--- config.mk ---
export PLATFORM = sky130hd
export DESIGN_NAME = core_hazard_ctrl
export DESIGN_NICKNAME = d
export VERILOG_FILES = /design/src/rtl/core_hazard_ctrl.sv
export SDC_FILE = /design/constraint.sdc
export NUM_CORES = 1
export LEC_CHECK = 0
export ABC_AREA = 1
export CAP_MARGIN = 15
export CORE_MARGIN = 2
export CORE_UTILIZATION = 45
export CTS_CLUSTER_DIAMETER = 150
export DETAILED_ROUTE_END_ITERATION = 10
export DONT_BUFFER_PORTS = 1
export GPL_ROUTABILITY_DRIVEN = 0
export PLACE_DENSITY = 0.61
export SKIP_CTS_REPAIR_TIMING = 1
export SLEW_MARGIN = 10
export SYNTH_ARGS = -nofsm -noshare
export SYNTH_HDL_FRONTEND = slang
export SYNTH_SLANG_ARGS = --single-unit
--- constraint.sdc ---
create_clock -name i_clk -period 2.82 [get_ports i_clk]
set_clock_uncertainty 0.15 [all_clocks]
set_input_delay 0 -clock i_clk [delete_from_list [all_inputs] [get_ports i_clk]]
set_output_delay 0 -clock i_clk [all_outputs]
set_load 0.02 [all_outputs]
--- src/rtl/core_hazard_ctrl.sv ---
// core_hazard_ctrl
//   Hazard and sequencing controller for the 5-stage RV32I pipeline.
//   Detects load-use hazards, produces stall/bubble/flush controls,
//   registers ALU operand-forwarding selects, arbitrates PC redirects
//   (EX branch/JALR over ID JAL), freezes the pipe while the data-memory
//   port is busy and counts stall cycles (saturating).
// Ports:
//   i_clk, i_rst_n               clock, asynchronous active-low reset
//   i_id_*                       ID-stage sources, use bits, JAL and target
//   i_ex_*                       EX-stage valid/wen/load/rd, taken flag, target
//   i_mem_*                      MEM-stage valid/wen/rd
//   i_dmem_req, i_dmem_ack       data-memory access outstanding / completion
//   o_stall_if/id/ex             hold PC, IF-ID, ID-EX and EX-MEM registers
//   o_bubble_ex, o_flush_id      load NOP into ID-EX / IF-ID on the next edge
//   o_fwd_a, o_fwd_b             00 regfile, 01 MEM result, 10 WB result
//   o_redirect, o_redirect_pc    PC redirect request and target
//   o_stall_cnt                  saturating count of cycles with o_stall_if=1
module core_hazard_ctrl #(
  parameter int FLUSH_CYCLES = 1,
  parameter int CNT_W        = 32
) (
  input  logic             i_clk,
  input  logic             i_rst_n,
  input  logic             i_id_valid,
  input  logic [4:0]       i_id_rs1,
  input  logic [4:0]       i_id_rs2,
  input  logic             i_id_use_rs1,
  input  logic             i_id_use_rs2,
  input  logic             i_id_jal,
  input  logic [31:0]      i_id_jal_target,
  input  logic             i_ex_valid,
  input  logic             i_ex_wen,
  input  logic             i_ex_is_load,
  input  logic [4:0]       i_ex_rd,
  input  logic             i_ex_branch_jalr,
  input  logic [31:0]      i_ex_target,
  input  logic             i_mem_valid,
  input  logic             i_mem_wen,
  input  logic [4:0]       i_mem_rd,
  input  logic             i_dmem_req,
  input  logic             i_dmem_ack,
  output logic             o_stall_if,
  output logic             o_stall_id,
  output logic             o_stall_ex,
  output logic             o_bubble_ex,
  output logic             o_flush_id,
  output logic [1:0]       o_fwd_a,
  output logic [1:0]       o_fwd_b,
  output logic             o_redirect,
  output logic [31:0]      o_redirect_pc,
  output logic [CNT_W-1:0] o_stall_cnt
);

  typedef enum logic [1:0] {
    ST_RUN     = 2'd0,
    ST_LDSTALL = 2'd1,
    ST_FLUSH   = 2'd2,
    ST_MEMWAIT = 2'd3
  } state_t;

  localparam logic [2:0] FLUSH_INIT = 3'(FLUSH_CYCLES);

  state_t           state_q, state_d;
  state_t           saved_q, saved_d;
  state_t           eval_state;
  logic [2:0]       flush_cnt_q, flush_cnt_d;
  logic [1:0]       fwd_a_q, fwd_a_d;
  logic [1:0]       fwd_b_q, fwd_b_d;
  logic [CNT_W-1:0] stall_cnt_q, stall_cnt_d;

  logic ex_wr_ok, mem_wr_ok;
  logic ex_m1, ex_m2, mem_m1, mem_m2;
  logic mem_wait, ex_redirect, load_use, id_jal;
  logic [1:0] sel_a, sel_b;

  // Stage producers are only eligible when valid, writing, and not x0.
  assign ex_wr_ok  = i_ex_valid  & i_ex_wen  & (i_ex_rd  != 5'd0);
  assign mem_wr_ok = i_mem_valid & i_mem_wen & (i_mem_rd != 5'd0);

  assign ex_m1  = i_id_use_rs1 & ex_wr_ok  & (i_ex_rd  == i_id_rs1);
  assign ex_m2  = i_id_use_rs2 & ex_wr_ok  & (i_ex_rd  == i_id_rs2);
  assign mem_m1 = i_id_use_rs1 & mem_wr_ok & (i_mem_rd == i_id_rs1);
  assign mem_m2 = i_id_use_rs2 & mem_wr_ok & (i_mem_rd == i_id_rs2);

  // A matching EX producer will be in MEM when the consumer reaches EX (01);
  // a matching MEM producer will be in WB (10). EX is the younger value.
  assign sel_a = (ex_m1 & ~i_ex_is_load) ? 2'b01 : (mem_m1 ? 2'b10 : 2'b00);
  assign sel_b = (ex_m2 & ~i_ex_is_load) ? 2'b01 : (mem_m2 ? 2'b10 : 2'b00);

  assign mem_wait    = i_dmem_req & ~i_dmem_ack;
  assign ex_redirect = i_ex_valid & i_ex_branch_jalr;
  assign load_use    = i_ex_is_load & (ex_m1 | ex_m2);
  assign id_jal      = i_id_valid & i_id_jal;

  // On the ack cycle the frozen state is resumed and evaluated in-cycle.
  assign eval_state = (state_q == ST_MEMWAIT) ? saved_q : state_q;

  always_comb begin
    o_stall_if    = 1'b0;
    o_stall_id    = 1'b0;
    o_stall_ex    = 1'b0;
    o_bubble_ex   = 1'b0;
    o_flush_id    = 1'b0;
    o_redirect    = 1'b0;
    o_redirect_pc = 32'd0;
    state_d       = state_q;
    saved_d       = saved_q;
    flush_cnt_d   = flush_cnt_q;
    fwd_a_d       = fwd_a_q;
    fwd_b_d       = fwd_b_q;

    // Outputs are forced idle while reset is held so the pipe sees no
    // controls even with non-idle inputs.
    if (i_rst_n) begin
      if (mem_wait) begin
        o_stall_if = 1'b1;
        o_stall_id = 1'b1;
        o_stall_ex = 1'b1;
        state_d    = ST_MEMWAIT;
        saved_d    = eval_state;
      end else begin
        if (ex_redirect) begin
          o_redirect    = 1'b1;
          o_redirect_pc = i_ex_target;
          o_flush_id    = 1'b1;
          o_bubble_ex   = 1'b1;
          flush_cnt_d   = FLUSH_INIT;
          state_d       = (FLUSH_CYCLES > 0) ? ST_FLUSH : ST_RUN;
        end else if (load_use) begin
          o_stall_if  = 1'b1;
          o_stall_id  = 1'b1;
          o_bubble_ex = 1'b1;
          state_d     = ST_LDSTALL;
        end else if (id_jal && eval_state != ST_FLUSH) begin
          // LDSTALL behaves as RUN here: EX holds a bubble and ID is live.
          o_redirect    = 1'b1;
          o_redirect_pc = i_id_jal_target;
          o_flush_id    = 1'b1;
          flush_cnt_d   = FLUSH_INIT;
          state_d       = (FLUSH_CYCLES > 0) ? ST_FLUSH : ST_RUN;
        end else if (eval_state == ST_FLUSH) begin
          o_flush_id  = 1'b1;
          flush_cnt_d = flush_cnt_q - 3'd1;
          state_d     = (flush_cnt_q <= 3'd1) ? ST_RUN : ST_FLUSH;
        end else begin
          state_d = ST_RUN;
        end

        if (o_bubble_ex || o_flush_id) begin
          fwd_a_d = 2'b00;
          fwd_b_d = 2'b00;
        end else begin
          fwd_a_d = sel_a;
          fwd_b_d = sel_b;
        end
      end
    end
  end

  always_comb begin
    stall_cnt_d = stall_cnt_q;
    if (o_stall_if && (stall_cnt_q != {CNT_W{1'b1}})) begin
      stall_cnt_d = stall_cnt_q + 1'b1;
    end
  end

  always_ff @(posedge i_clk or negedge i_rst_n) begin
    if (!i_rst_n) begin
      state_q     <= ST_RUN;
      saved_q     <= ST_RUN;
      flush_cnt_q <= 3'd0;
      fwd_a_q     <= 2'b00;
      fwd_b_q     <= 2'b00;
      stall_cnt_q <= '0;
    end else begin
      state_q     <= state_d;
      saved_q     <= saved_d;
      flush_cnt_q <= flush_cnt_d;
      fwd_a_q     <= fwd_a_d;
      fwd_b_q     <= fwd_b_d;
      stall_cnt_q <= stall_cnt_d;
    end
  end

  assign o_fwd_a     = fwd_a_q;
  assign o_fwd_b     = fwd_b_q;
  assign o_stall_cnt = stall_cnt_q;

endmodule

==> metrics list, run 1 <==
- Maximum number of pins on one net before global-route repair: 61
* Data required time at the worst endpoint: 2.67 ns
- First-pass DRT Iterations: 5
- Cells with a size suffix above 1 make up 7.58% of the layout.
* Clk buf depth: 2
* Fraction of synthesis flops using an asynchronous set or reset pin: 100%
* Kind of end point of the critical path: primary output
- Relative to the synthesized area, the layout overhead comes to 8.38%.
- Final cell count without fillers: 699
- The final reports fail on negative hold slack.
* Power consumption: 0.00158 W
* Maximum level of the CTS H-tree: 2
- After synthesis, the largest area contributor takes up 28.7% of total cell area.
- Setup repair after global routing missed its margin: false
- Of the post-synthesis cell area, the part taken by muxes is 0%.
* End of the worst register-to-register path: o_stall_cnt[25]
- Number of distinct standard cells referenced by the synthesized netlist: 37
- The critical path in this run is classified as input port to primary output.
- TritonCTS built the clock tree.
- Biggest area consumer among synthesized cells: dfrtp_1
- Global routing consumed, over all layers together, 23.1% of the routing resources.
* Total gr overflow: 0
- Most instantiated library cell after synthesis: nand2_1
- The first global-routing pass estimated 16800 um of wire.
- Fraction of power consumed by the clock network: 24.8%
* Die area: 0.00908 sq mm
* Final setup violation count: 0
- Counting I/O delays and the setup requirement, the final critical path takes 2.46 ns.
- By area, the combinational part of the netlist is dominated by simple AND/OR/NAND/NOR gates.
* Initial antenna violation count: 0
- Number of cells on the worst hold path: 5
* Met3 track demand over resource in global routing: 5.53%
- In this run the critical register-to-register path is launched from o_stall_cnt[0].
* Number of placement rows: 33
- Yosys printed 0 warnings.
- DR WL/cell: 15.8 um
- Wires add up to 11000 um.
* Crit-path max FO: 59
- In this run the most critical hold path is launched from i_dmem_req.
* Worst R2R Setup Slack: 0.48 ns
- The tool flagged a number of max-cap violations equal to 0.
* Part of the cycle the worst path needs: 87.1%
- Vertical die dimension: 95.3 um
* Sum of net half-perimeters after detailed placement: 8420 um
- Most Crowded Layer GR: met2
- The count of final max-slew check failures was 0.
- Critical Path Source Type: input port
* Peak ir drop on the vdd network: 0.000157 V
* Sw frac: 36.9%
- Area share of fa/ha/maj cells after synthesis: 1.00%
- Antenna cells: 0
* Most area-consuming cells after synthesis: dfrtp_1 29%, nand2_1 18%, nand3_1 7.5%
* Post-layout net count: 694
- Top-Level Pins: 172
- The number of cells on the worst reg-to-reg path is 9.
- Routed vias/inst: 5.61
- Starting utilization of the core area: 46.1%
* Internal Dissipation: 0.000996 W
- Counting every net in the synthesized netlist gives 687.
- Met1 routing resource usage after global routing: 27.9%
* Number of enable flip-flop cells after synthesis: 0
* Outcome: finished, violations left
- IO Port Bufs: 0
* Synthesized flop and latch total: 43
* Switching pwr: 0.000582 W
* Simple-gate area share of the yosys netlist: 46.4%
- Path category of the worst min-delay check: input port to register
* Endpoints failing hold: 5
- The path with the worst hold slack has its endpoint at state_q[0].
* Combinational Power Share: 26.4%
- Worst slew slack as a fraction of its limit: 43.3%
- Based on the critical path, the design can be clocked at up to 407 MHz.
* Crit path DAT: 2.31 ns
- Sequential elements use 28.7% of the synthesized area.
- Total CTS buffers: 5
- In the final timing run, aggregate negative setup slack is 0 ns.
* CTS clk-pin slew, worst paths: 0.07 ns
- The routed layout has 3919 vias.
- In this run the standard cell core region covers 0.00813 sq mm.
- For this run, the leading register cell type out of synthesis is dfrtp_1.
* Die width: 95.3 um
- Hold Slack: -0.0266 ns
* Mean post-synth cell area: 6.40 sq um
- Cell count after synthesis: 586
- The number of global-route vias before repair came to 3530.
- Insertion delay of the later-clocked pin in the worst-skew pair: 0.30 ns
- Remaining number of nets flagged by the antenna check after routing: 0
- The analysis attributes to cell leakage a power of 1.83 nW.
- Cell types with the highest counts after synthesis: 180 x nand2_1, 60 x inv_1, 56 x nand3_1
* XOR/XNOR share of the synthesized area: 5.14%
- Post-synthesis instance area: 0.00375 sq mm
* Cell count after placement: 679
- Pwr dens: 388 mW/mm^2
- In the global route stage, met2 resource usage came out at 41.5%.
- Fraction of the mapped netlist area in compound gates: 8.64%
- DRC violations left: 0
* Number of DRC violations after detailed-routing iteration 0: 214
- Pin slew with the least headroom to its limit: 0.849 ns
- Root buffer cell: clkbuf_8
* Relative contribution of sequential cells to total power: 48.7%
* Number of clock sinks: 43
## metal layers
metal	routed length, um	share of wire (%)	up-vias
met5	0	0	-
met4	123	1.1	0
met3	806	7.3	13
met2	5530	50	168
met1	4570	41	1792
li1	-	-	1946
## power groups by stage
| stage | Combinational [W] | Clock (W) | Sequential, W |
|---|---|---|---|
| 2_1_floorplan | 0.000326 | 0 | 0.000767 |
| 3_3_place_gp | 0.000374 | 0 | 0.000780 |
| 3_5_place_dp | 0.000386 | 0 | 0.000779 |
| 4_1_cts | 0.000386 | 0.000399 | 0.000768 |
| 5_1_grt | 0.000476 | 0.000430 | 0.000777 |
| 6_report | 0.000417 | 0.000392 | 0.000769 |
## cells by family (layout without fill, tap and decap cells)
kind of cell	count (synthesis)	count (layout)
adders and majority gates	3	3
and+or+nand+nor	370	370
buffers and inverters	88	96
DFF	43	43
AOI/OAI and AO/OA	60	60
xor gates and xnor gates	22	22
## sequential cells by signal, indices dropped and copies added, names as in the netlist
signal and count:
flush_cnt_q 3, o_fwd_a 2, o_fwd_b 2, o_stall_cnt 32, saved_q 2, state_q 2
## through the flow
step,worst slack [ns],instance area [sq um],hold slack [ns],util (%)
finish,0.362,4060,-0.0266,49.9
CTS,0.453,3930,-0.774,48.3
global placement,0.505,3840,-0.444,47.3
detailed placement,0.478,3840,-0.444,47.3
global route,0.221,4060,0.0170,49.9
floorplan,0.748,3750,-0.446,-
## how the worst max path moves through the flow
stage | start | endpoint | slack [ns] | depth (start not counted)
6_report | i_rst_n | o_redirect_pc[7] | 0.36 | 8
3_3_place_gp | o_stall_cnt[0] | o_stall_cnt[25] | 0.51 | 9
2_1_floorplan | o_stall_cnt[0] | o_stall_cnt[12] | 0.75 | 10
5_1_grt | i_rst_n | o_redirect_pc[3] | 0.22 | 8
3_5_place_dp | o_stall_cnt[0] | o_stall_cnt[9] | 0.48 | 9
4_1_cts | o_stall_cnt[0] | o_stall_cnt[2] | 0.45 | 9
## critical path, stage by stage
cell	delay, ns
dlygate4sd3_1	0.61
buf_16	0.29
inv_1	0.12
nor2_1	0.11
buf_4	0.15
inv_1	0.20
buf_4	0.29
a21oi_1	0.49
## cells in the final DEF, fill, tap and decap left out
master,count
a211oi_1,1
a21boi_0,1
a21oi_1,37
a221oi_1,1
a22oi_1,1
a31oi_1,1
and3_1,1
buf_16,1
buf_4,15
clkbuf_1,2
clkbuf_8,5
clkinv_2,1
dfrtp_1,43
dlygate4sd3_1,11
ha_1,3
inv_1,60
inv_2,1
nand2_1,180
nand2_2,1
nand3_1,56
nand3_2,10
nand3_4,3
nand4_1,41
nand4_4,1
nor2_1,55
nor2_2,2
nor2_4,3
nor3_1,14
nor4_1,1
o2111ai_1,1
o21ai_0,11
o21ai_1,1
o22ai_1,4
o31ai_1,1
or2_2,2
xnor2_1,9
xor2_1,13
## cell type report
cell class                      count  area, sq um
Clock buffer                        7         76.3
Clock inverter                      1         5.00
Fill cell                         813         4070
Inverter                           61          229
Multi-Input combinational cell    455         2290
Sequential cell                    43         1080
Tap cell                          105          131
Timing Repair Buffer               27          250
Power figures use the tool's default switching activity.
==> run 2: changes to the inputs <==
Settings changed: PLACE_DENSITY 0.61 to 0.63.
Clock period 2.82 ns to 2.18 ns, I/O delays scaled along.
==> run 2 against run 1 <==
Compared with the run above:
- the run still ends with negative hold slack left
- worst hold slack got worse by 0.014 ns
- count of clock-buffer cells in the layout grew 1
- cell area rose by 17%
- cell count rose by 10%
- critical endpoint is now o_flush_id
- largest cell class unchanged
==> metrics list, run 2 (synthesis results as in run 1) <==
- The area of the core came to 0.00813 sq mm (unchanged).
- Grt met2 use: 38.3% (was 41.5%)
- FILL cells: 750 (was 813)
- The path category of the worst min-delay check was input port to register (unchanged).
- The clock tree from TritonCTS was built (unchanged).
* R2r worst-path depth: 10 (was 9)
- The floorplan die area is 0.00908 sq mm (unchanged).
- Based on the critical path, the design can be clocked at up to 486 MHz.
- CTS clk-pin slew, worst paths: 0.08 ns (was 0.07 ns)
- Sum of net half-perimeters after detailed placement: 8590 um (was 8420 um)
* Multi-input combinational cell area: 0.00237 sq mm (was 0.00229 sq mm)
- Maximum number of pins on one net before global-route repair: 61 (unchanged)
* Crit-path max FO: 4 (was 59)
- Cell count after placement: 741 (was 679)
* Min setup slack post-route: 0.123 ns (was 0.362 ns)
- Crit path DAT: 1.91 ns (was 2.31 ns)
- Clk buf depth: 2 (unchanged)
* Violated checks: negative hold slack (unchanged)
- The transition at the pin with the smallest max-transition slack is 0.749 ns (was 0.849 ns).
- The terminus of the critical flop-to-flop path is flush_cnt_q[1] (was o_stall_cnt[25]).
* Flip-flop count of the largest register, all copies and words added: 32 (unchanged)
- The startpoint class of the critical path is a register (was input port).
- The startpoint of the most critical hold path is i_id_jal (was i_dmem_req).
* Antenna cells: 0 (unchanged)
* Cell area after placement: 0.00432 sq mm (was 0.00384 sq mm)
* Final cell count without fillers: 772 (was 699)
- The average detailed-routed wire length per instance came to 15.4 um (was 15.8 um).
- Endpoints failing hold: 4 (was 5)
* Root buffer cell: clkbuf_8 (unchanged)
* Capture endpoint of the worst hold path: o_fwd_a[1] (was state_q[0])
* Final setup violation count: 0 (unchanged)
* Layout cell share with drive strength beyond 1: 19.0% (was 7.58%)
- The count of final max-slew check failures came to 0 (unchanged).
* DRC violations left: 0 (unchanged)
* Number of placement rows: 33 (unchanged)
- The met1 track demand over resource is 30.7% (was 27.9%).
- Number of clock sinks: 43 (unchanged)
* Number of global-route vias before repair: 3676 (was 3530)
* Setup repair after global routing missed its margin: true (was false)
* Number of maximum-capacitance constraint violations: 0 (unchanged)
- The net total in the final layout came to 767 (was 694).
- Overall routed net length: 11900 um (was 11000 um)
* Reg2reg start: state_q[0] (was o_stall_cnt[0])
- The leakage power came to 2.25 nW (was 1.83 nW).
- Initial antenna violation count: 0 (unchanged)
* Peak ir drop on the vdd network: 0.000241 V (was 0.000157 V)
- The class of the most critical setup path was register to primary output (was input port to primary output).
- Final critical-path required period: 2.06 ns
* Most Crowded Layer GR: met2 (unchanged)
- Worst slew slack as a fraction of its limit: 49.7% (was 43.3%)
- Outcome: finished, violations left (unchanged)
- The chip height came to 95.3 um (unchanged).
- Storage element area: 0.00108 sq mm (unchanged)
* Global-route total usage across every layer: 23.7% (was 23.1%)
- Hold Slack: -0.0404 ns (was -0.0266 ns)
- Total CTS buffers: 5 (unchanged)
- Number of cells on the worst hold path: 5 (unchanged)
* First-pass DRT Iterations: 5 (unchanged)
- Met3 track demand over resource in global routing: 6.17% (was 5.53%)
- The maximum level of the CTS H-tree is 2 (unchanged).
- Total gr overflow: 0 (unchanged)
- Global-route wire length before repair: 17300 um (was 16800 um)
* Final total negative setup slack: 0 ns (unchanged)
* Cell area after layout: 0.00476 sq mm (was 0.00406 sq mm)
- The post-detailed-route count of antenna-violating nets was 0 (unchanged).
- The total power density per cell area came to 478 mW/mm^2 (was 388 mW/mm^2).
* Die width: 95.3 um (unchanged)
- The required time at the worst-slack endpoint came to 2.03 ns (was 2.67 ns).
- Routed vias/inst: 5.54 (was 5.61)
* Post-synthesis to final-layout area growth: 27.0% (was 8.38%)
* Number of DRC violations after detailed-routing iteration 0: 210 (was 214)
- Part of the cycle the worst path needs: 94.4%
* DP Worst Slack: 0.134 ns (was 0.478 ns)
- Top-Level Pins: 172 (unchanged)
- The clock latency reported for the late side of the worst-skew pair came to 0.29 ns (was 0.30 ns).
- Most frequent cells in the layout: 178 x nand2_1, 79 x buf_4, 60 x inv_1 (was 180 x nand2_1, 60 x inv_1, 56 x nand3_1)
- Commonest non-fill, non-tap cell in the layout: nand2_1 (unchanged)
- Starting utilization of the core area: 46.1% (unchanged)
* Worst R2R Setup Slack: 0.13 ns (was 0.48 ns)
* Total via count in the routed design: 4277 (was 3919)
- IO Port Bufs: 0 (unchanged)
* Kind of end point of the critical path: primary output (unchanged)
run 2: cell type report:
| cell class | instances | area share [%] |
|---|---|---|
| timing repair buffer | 98 | 18.0 |
| multi-input combinational | 457 | 49.8 |
| sequential | 43 | 22.6 |
| inverter | 61 | 4.81 |
| tap | 105 | 2.76 |
| clock buffer | 8 | 2.10 |
run 2: worst max-delay path by stage:
stage | start | endpoint | slack [ns] | depth (start not counted)
floorplan | o_stall_cnt[0] | o_stall_cnt[12] | 0.11 | 10
global placement | saved_q[0] | flush_cnt_q[1] | 0.18 | 10
detailed placement | o_stall_cnt[0] | o_stall_cnt[26] | 0.13 | 10
CTS | saved_q[0] | o_flush_id | -0.08 | 9
global route | state_q[0] | o_flush_id | -0.03 | 11
finish | state_q[0] | o_flush_id | 0.12 | 11
run 2: critical path, cell delays in order (launching register included):
cell	delay (ns)
dfrtp_1	0.40
inv_1	0.08
nor2_1	0.05
nor2_2	0.21
nand2_2	0.09
nand3_2	0.10
nand2_4	0.07
a21oi_4	0.14
nor2_1	0.07
nand2_1	0.13
inv_1	0.10
buf_4	0.16
run 2: layer usage:
metal  vias to the layer above  wire [um]
met3                        25        967
met2                       184       5840
met4                         0        306
li1                       2095          -
met5                         -          0
met1                      1973       4810
run 2: power breakdown:
group	internal, W	switching, W
combinational	0.000315	0.000456
sequential	0.000870	0.0000690
clock	0.000290	0.000278
run 2: per-stage QoR:
step	total power (W)	util [%]
floorplan	0.00141	-
global placement	0.00158	53.1
detailed placement	0.00160	53.1
CTS	0.00218	54.4
global route	0.00243	58.5
finish	0.00228	58.5
==> run 3: changes to the inputs <==
Settings changed: CORE_UTILIZATION 45 to 55, PLACE_DENSITY 0.63 to 0.74, REMOVE_ABC_BUFFERS set to 1.
==> run 3 against run 2 <==
Compared with the run above:
- the flow still finishes with violations (negative hold slack)
- die area shrank 17%
- sequential share of layout area grew 0.14 points
- global-route usage grew 4.0 points
- via count grew 2.0%
- wire length is essentially flat
- highest routed layer unchanged
==> metrics list, run 3 (synthesis results as in run 1) <==
- Outcome: finished, violations left (unchanged)
- Violated checks: negative hold slack (unchanged).
* Core footprint: 0.00668 sq mm (was 0.00813 sq mm)
- Final standard cell utilization of the core: 71.0% (was 58.5%)
- The required time at the worst-slack endpoint came to 2.27 ns (was 2.03 ns).
- The count of max-cap constraint violations came to 0 (unchanged).
* Pwr dens: 501 mW/mm^2 (was 478 mW/mm^2)
* Endpoints failing hold: 13 (was 4)
* Top-Level Pins: 172 (unchanged)
* Peak ir drop on the vdd network: 0.000554 V (was 0.000241 V)
* Overall routed net length: 11900 um (about the same)
- The buffers plus inverters on the worst setup path is 0 (was 3).
* Number of DRC violations after detailed-routing iteration 0: 348 (was 210)
* Worst setup path class: register to register (was register to primary output)
- The average detailed-routed wire length per instance is 16.0 um (was 15.4 um).
- The cell at the root of the clock tree is clkbuf_8 (unchanged).
* Post-synthesis to final-layout area growth: 26.6% (was 27.0%)
* Fmax: 487 MHz (was 486 MHz)
- Vertical die dimension: 86.6 um (was 95.3 um)
* Number of placement rows: 30 (was 33)
- R2r worst-path depth: 6 (was 10)
- Final setup violation count: 0 (unchanged)
* CTS clk-pin slew, worst paths: 0.10 ns (was 0.08 ns)
* FILL cells: 573 (was 750)
- Maximum number of pins on one net before global-route repair: 61 (unchanged)
- Global-route total usage across every layer: 27.7% (was 23.7%)
- Final critical-path required period: 2.05 ns (was 2.06 ns)
* Worst stage delay on the critical path: 0.51 ns (was 0.40 ns)
- Worst slew slack as a fraction of its limit: 58.3% (was 49.7%)
- The initial antenna violation count was 0 (unchanged).
* Maximum level of the CTS H-tree: 2 (unchanged)
* Commonest non-fill, non-tap cell in the layout: nand2_1 (unchanged)
* Remaining number of nets flagged by the antenna check after routing: 0 (unchanged)
- The top routing layer in use is met4 (unchanged).
- The maximum root-to-sink buffer count is 2 (unchanged).
- Leakage: 2.24 nW (was 2.25 nW)
* List of cells traversed by the critical path: nand2_1 -> nor3_1 -> nand4_4 -> nand3_2 -> nand2_1 -> nand2_1 (was inv_1 -> nor2_1 -> nor2_2 -> nand2_2 -> nand3_2 -> nand2_4 -> a21oi_4 -> nor2_1 -> nand2_1 -> inv_1 -> buf_4)
- The overall via count from detail_route was 4362 (was 4277).
* Post-layout net count: 765 (was 767)
- The antenna diode count came to 0 (unchanged).
- The path category of the worst min-delay check is input port to register (unchanged).
* IO Port Bufs: 0 (unchanged)
- The endpoint class of the critical path was a register (was primary output).
- Number of global-route vias before repair: 3620 (was 3676)
- Final count of pins violating max slew: 0 (unchanged)
- Starting utilization of the core area: 56.1% (was 46.1%)
* Delay-heaviest family, CP: simple AND/OR/NAND/NOR gates (unchanged)
* Number of cells on the worst hold path: 4 (was 5)
- Layout cell share with drive strength beyond 1: 19.7% (was 19.0%)
* Total gr overflow: 0 (unchanged)
- The worst hold margin is -0.114 ns (was -0.0404 ns).
- Critical path depth: 6 (was 11)
- Crit path DAT: 2.14 ns (was 1.91 ns)
* Global-route wire length before repair: 17000 um (was 17300 um)
- The multi-input gate area in the final layout came to 0.00236 sq mm (was 0.00237 sq mm).
* Flip-flop count of the largest register, all copies and words added: 32 (unchanged)
* DRC violations left: 0 (unchanged)
- The wire length on met3 was 1140 um (was 967 um).
* WL met2: 5760 um (was 5840 um)
- Storage element area: 0.00108 sq mm (about the same)
* Number of clock sinks: 43 (unchanged)
- Part of the cycle the worst path needs: 94.2% (was 94.4%)
- Detailed-routing wirelength on met1: 4900 um (was 4810 um)
- The clock latency reported for the late side of the worst-skew pair is 0.31 ns (was 0.29 ns).
- Among the stages of the critical path, the cell type that occurs most often is nand2_1.
* Routed vias/inst: 5.86 (was 5.54)
- Die width: 86.6 um (was 95.3 um)
- Most frequent cells in the layout: 179 x nand2_1, 76 x buf_4, 59 x inv_1 (was 178 x nand2_1, 79 x buf_4, 60 x inv_1)
* Clock tree from TritonCTS: built (unchanged)
- Sum of net half-perimeters after detailed placement: 8210 um (was 8590 um)
- Pin slew with the least headroom to its limit: 0.620 ns (was 0.749 ns)
- Critical Path Source Type: register (unchanged)
* Total CTS buffers: 5 (unchanged)
- Die area: 0.00749 sq mm (was 0.00908 sq mm)
- The detailed-router iteration count before antenna repair was 5 (unchanged).
- The slowest cell on the critical path was nor3_1 (was dfrtp_1).
- The maximum fanout along the worst path was 11 (was 4).
* Setup repair after global routing missed its margin: true (unchanged)
-- run 3: cell types whose count changed in the layout (fill, tap and decap cells not counted), sizes merged --
| cell | delta |
|---|---|
| buf | -3 |
| bufinv | +1 |
| clkbuf | -1 |
| clkinv | +1 |
| dlygate4sd3 | +1 |
| nand4 | -1 |
-- run 3: area by class of cell --
class                   instances  area share (%)
clock inverters                 2           0.738
flip-flops and latches         43            22.7
clock buffers                   6            1.74
well taps                      80            2.11
repair buffers                 97            18.2
inverters                      61            4.83
multi-input cells             456            49.7
-- run 3: through the flow --
| stage | setup TNS [ns] | total power (W) | std cells | setup slack [ns] | cell area [sq um] |
|---|---|---|---|---|---|
| finish | 0 | 0.00238 | 745 | 0.127 | 4740 |
| floorplan | -0.406 | 0.00139 | 559 | -0.0244 | 3600 |
| detailed placement | 0 | 0.00159 | 713 | 0.111 | 4260 |
| CTS | -0.0159 | 0.00226 | 721 | -0.0159 | 4370 |
| global placement | 0 | 0.00157 | 713 | 0.208 | 4260 |
| global route | -0.0368 | 0.00250 | 745 | -0.0168 | 4740 |
-- run 3: metal layers --
| layer | vias to the layer above | track usage, % |
|---|---|---|
| met1 | 2015 | 39.5 |
| met5 | - | 0 |
| met3 | 20 | 6.67 |
| met2 | 234 | 43.7 |
| li1 | 2093 | - |
| met4 | 0 | 4.55 |
-- run 3: path summary, 6_finish.rpt --
kind                                 start               to  slack (ns)
setup / recovery           o_stall_cnt[19]  o_stall_cnt[29]        0.13
hold / removal                     i_rst_n  o_stall_cnt[24]       -0.11
setup reg to reg           o_stall_cnt[19]  o_stall_cnt[29]        0.13
hold reg to reg                 saved_q[1]       saved_q[1]        0.36
max in group asynchronous          i_rst_n   flush_cnt_q[0]        1.36
min in group asynchronous          i_rst_n  o_stall_cnt[20]        0.30
-- run 3: tightest hold or removal path, cell delays in order --
cell and delay (ns):
buf_16 0.14, nand3_1 0.09, nand2_1 0.05, nand2_1 0.04
-- run 3: report_power, final --
group          leakage [nW]  internal, W  switching (W)
clock network        0.0612     0.000371       0.000300
registers             0.581     0.000870      0.0000620
logic                  1.60     0.000318       0.000457
total                  2.24      0.00156       0.000819
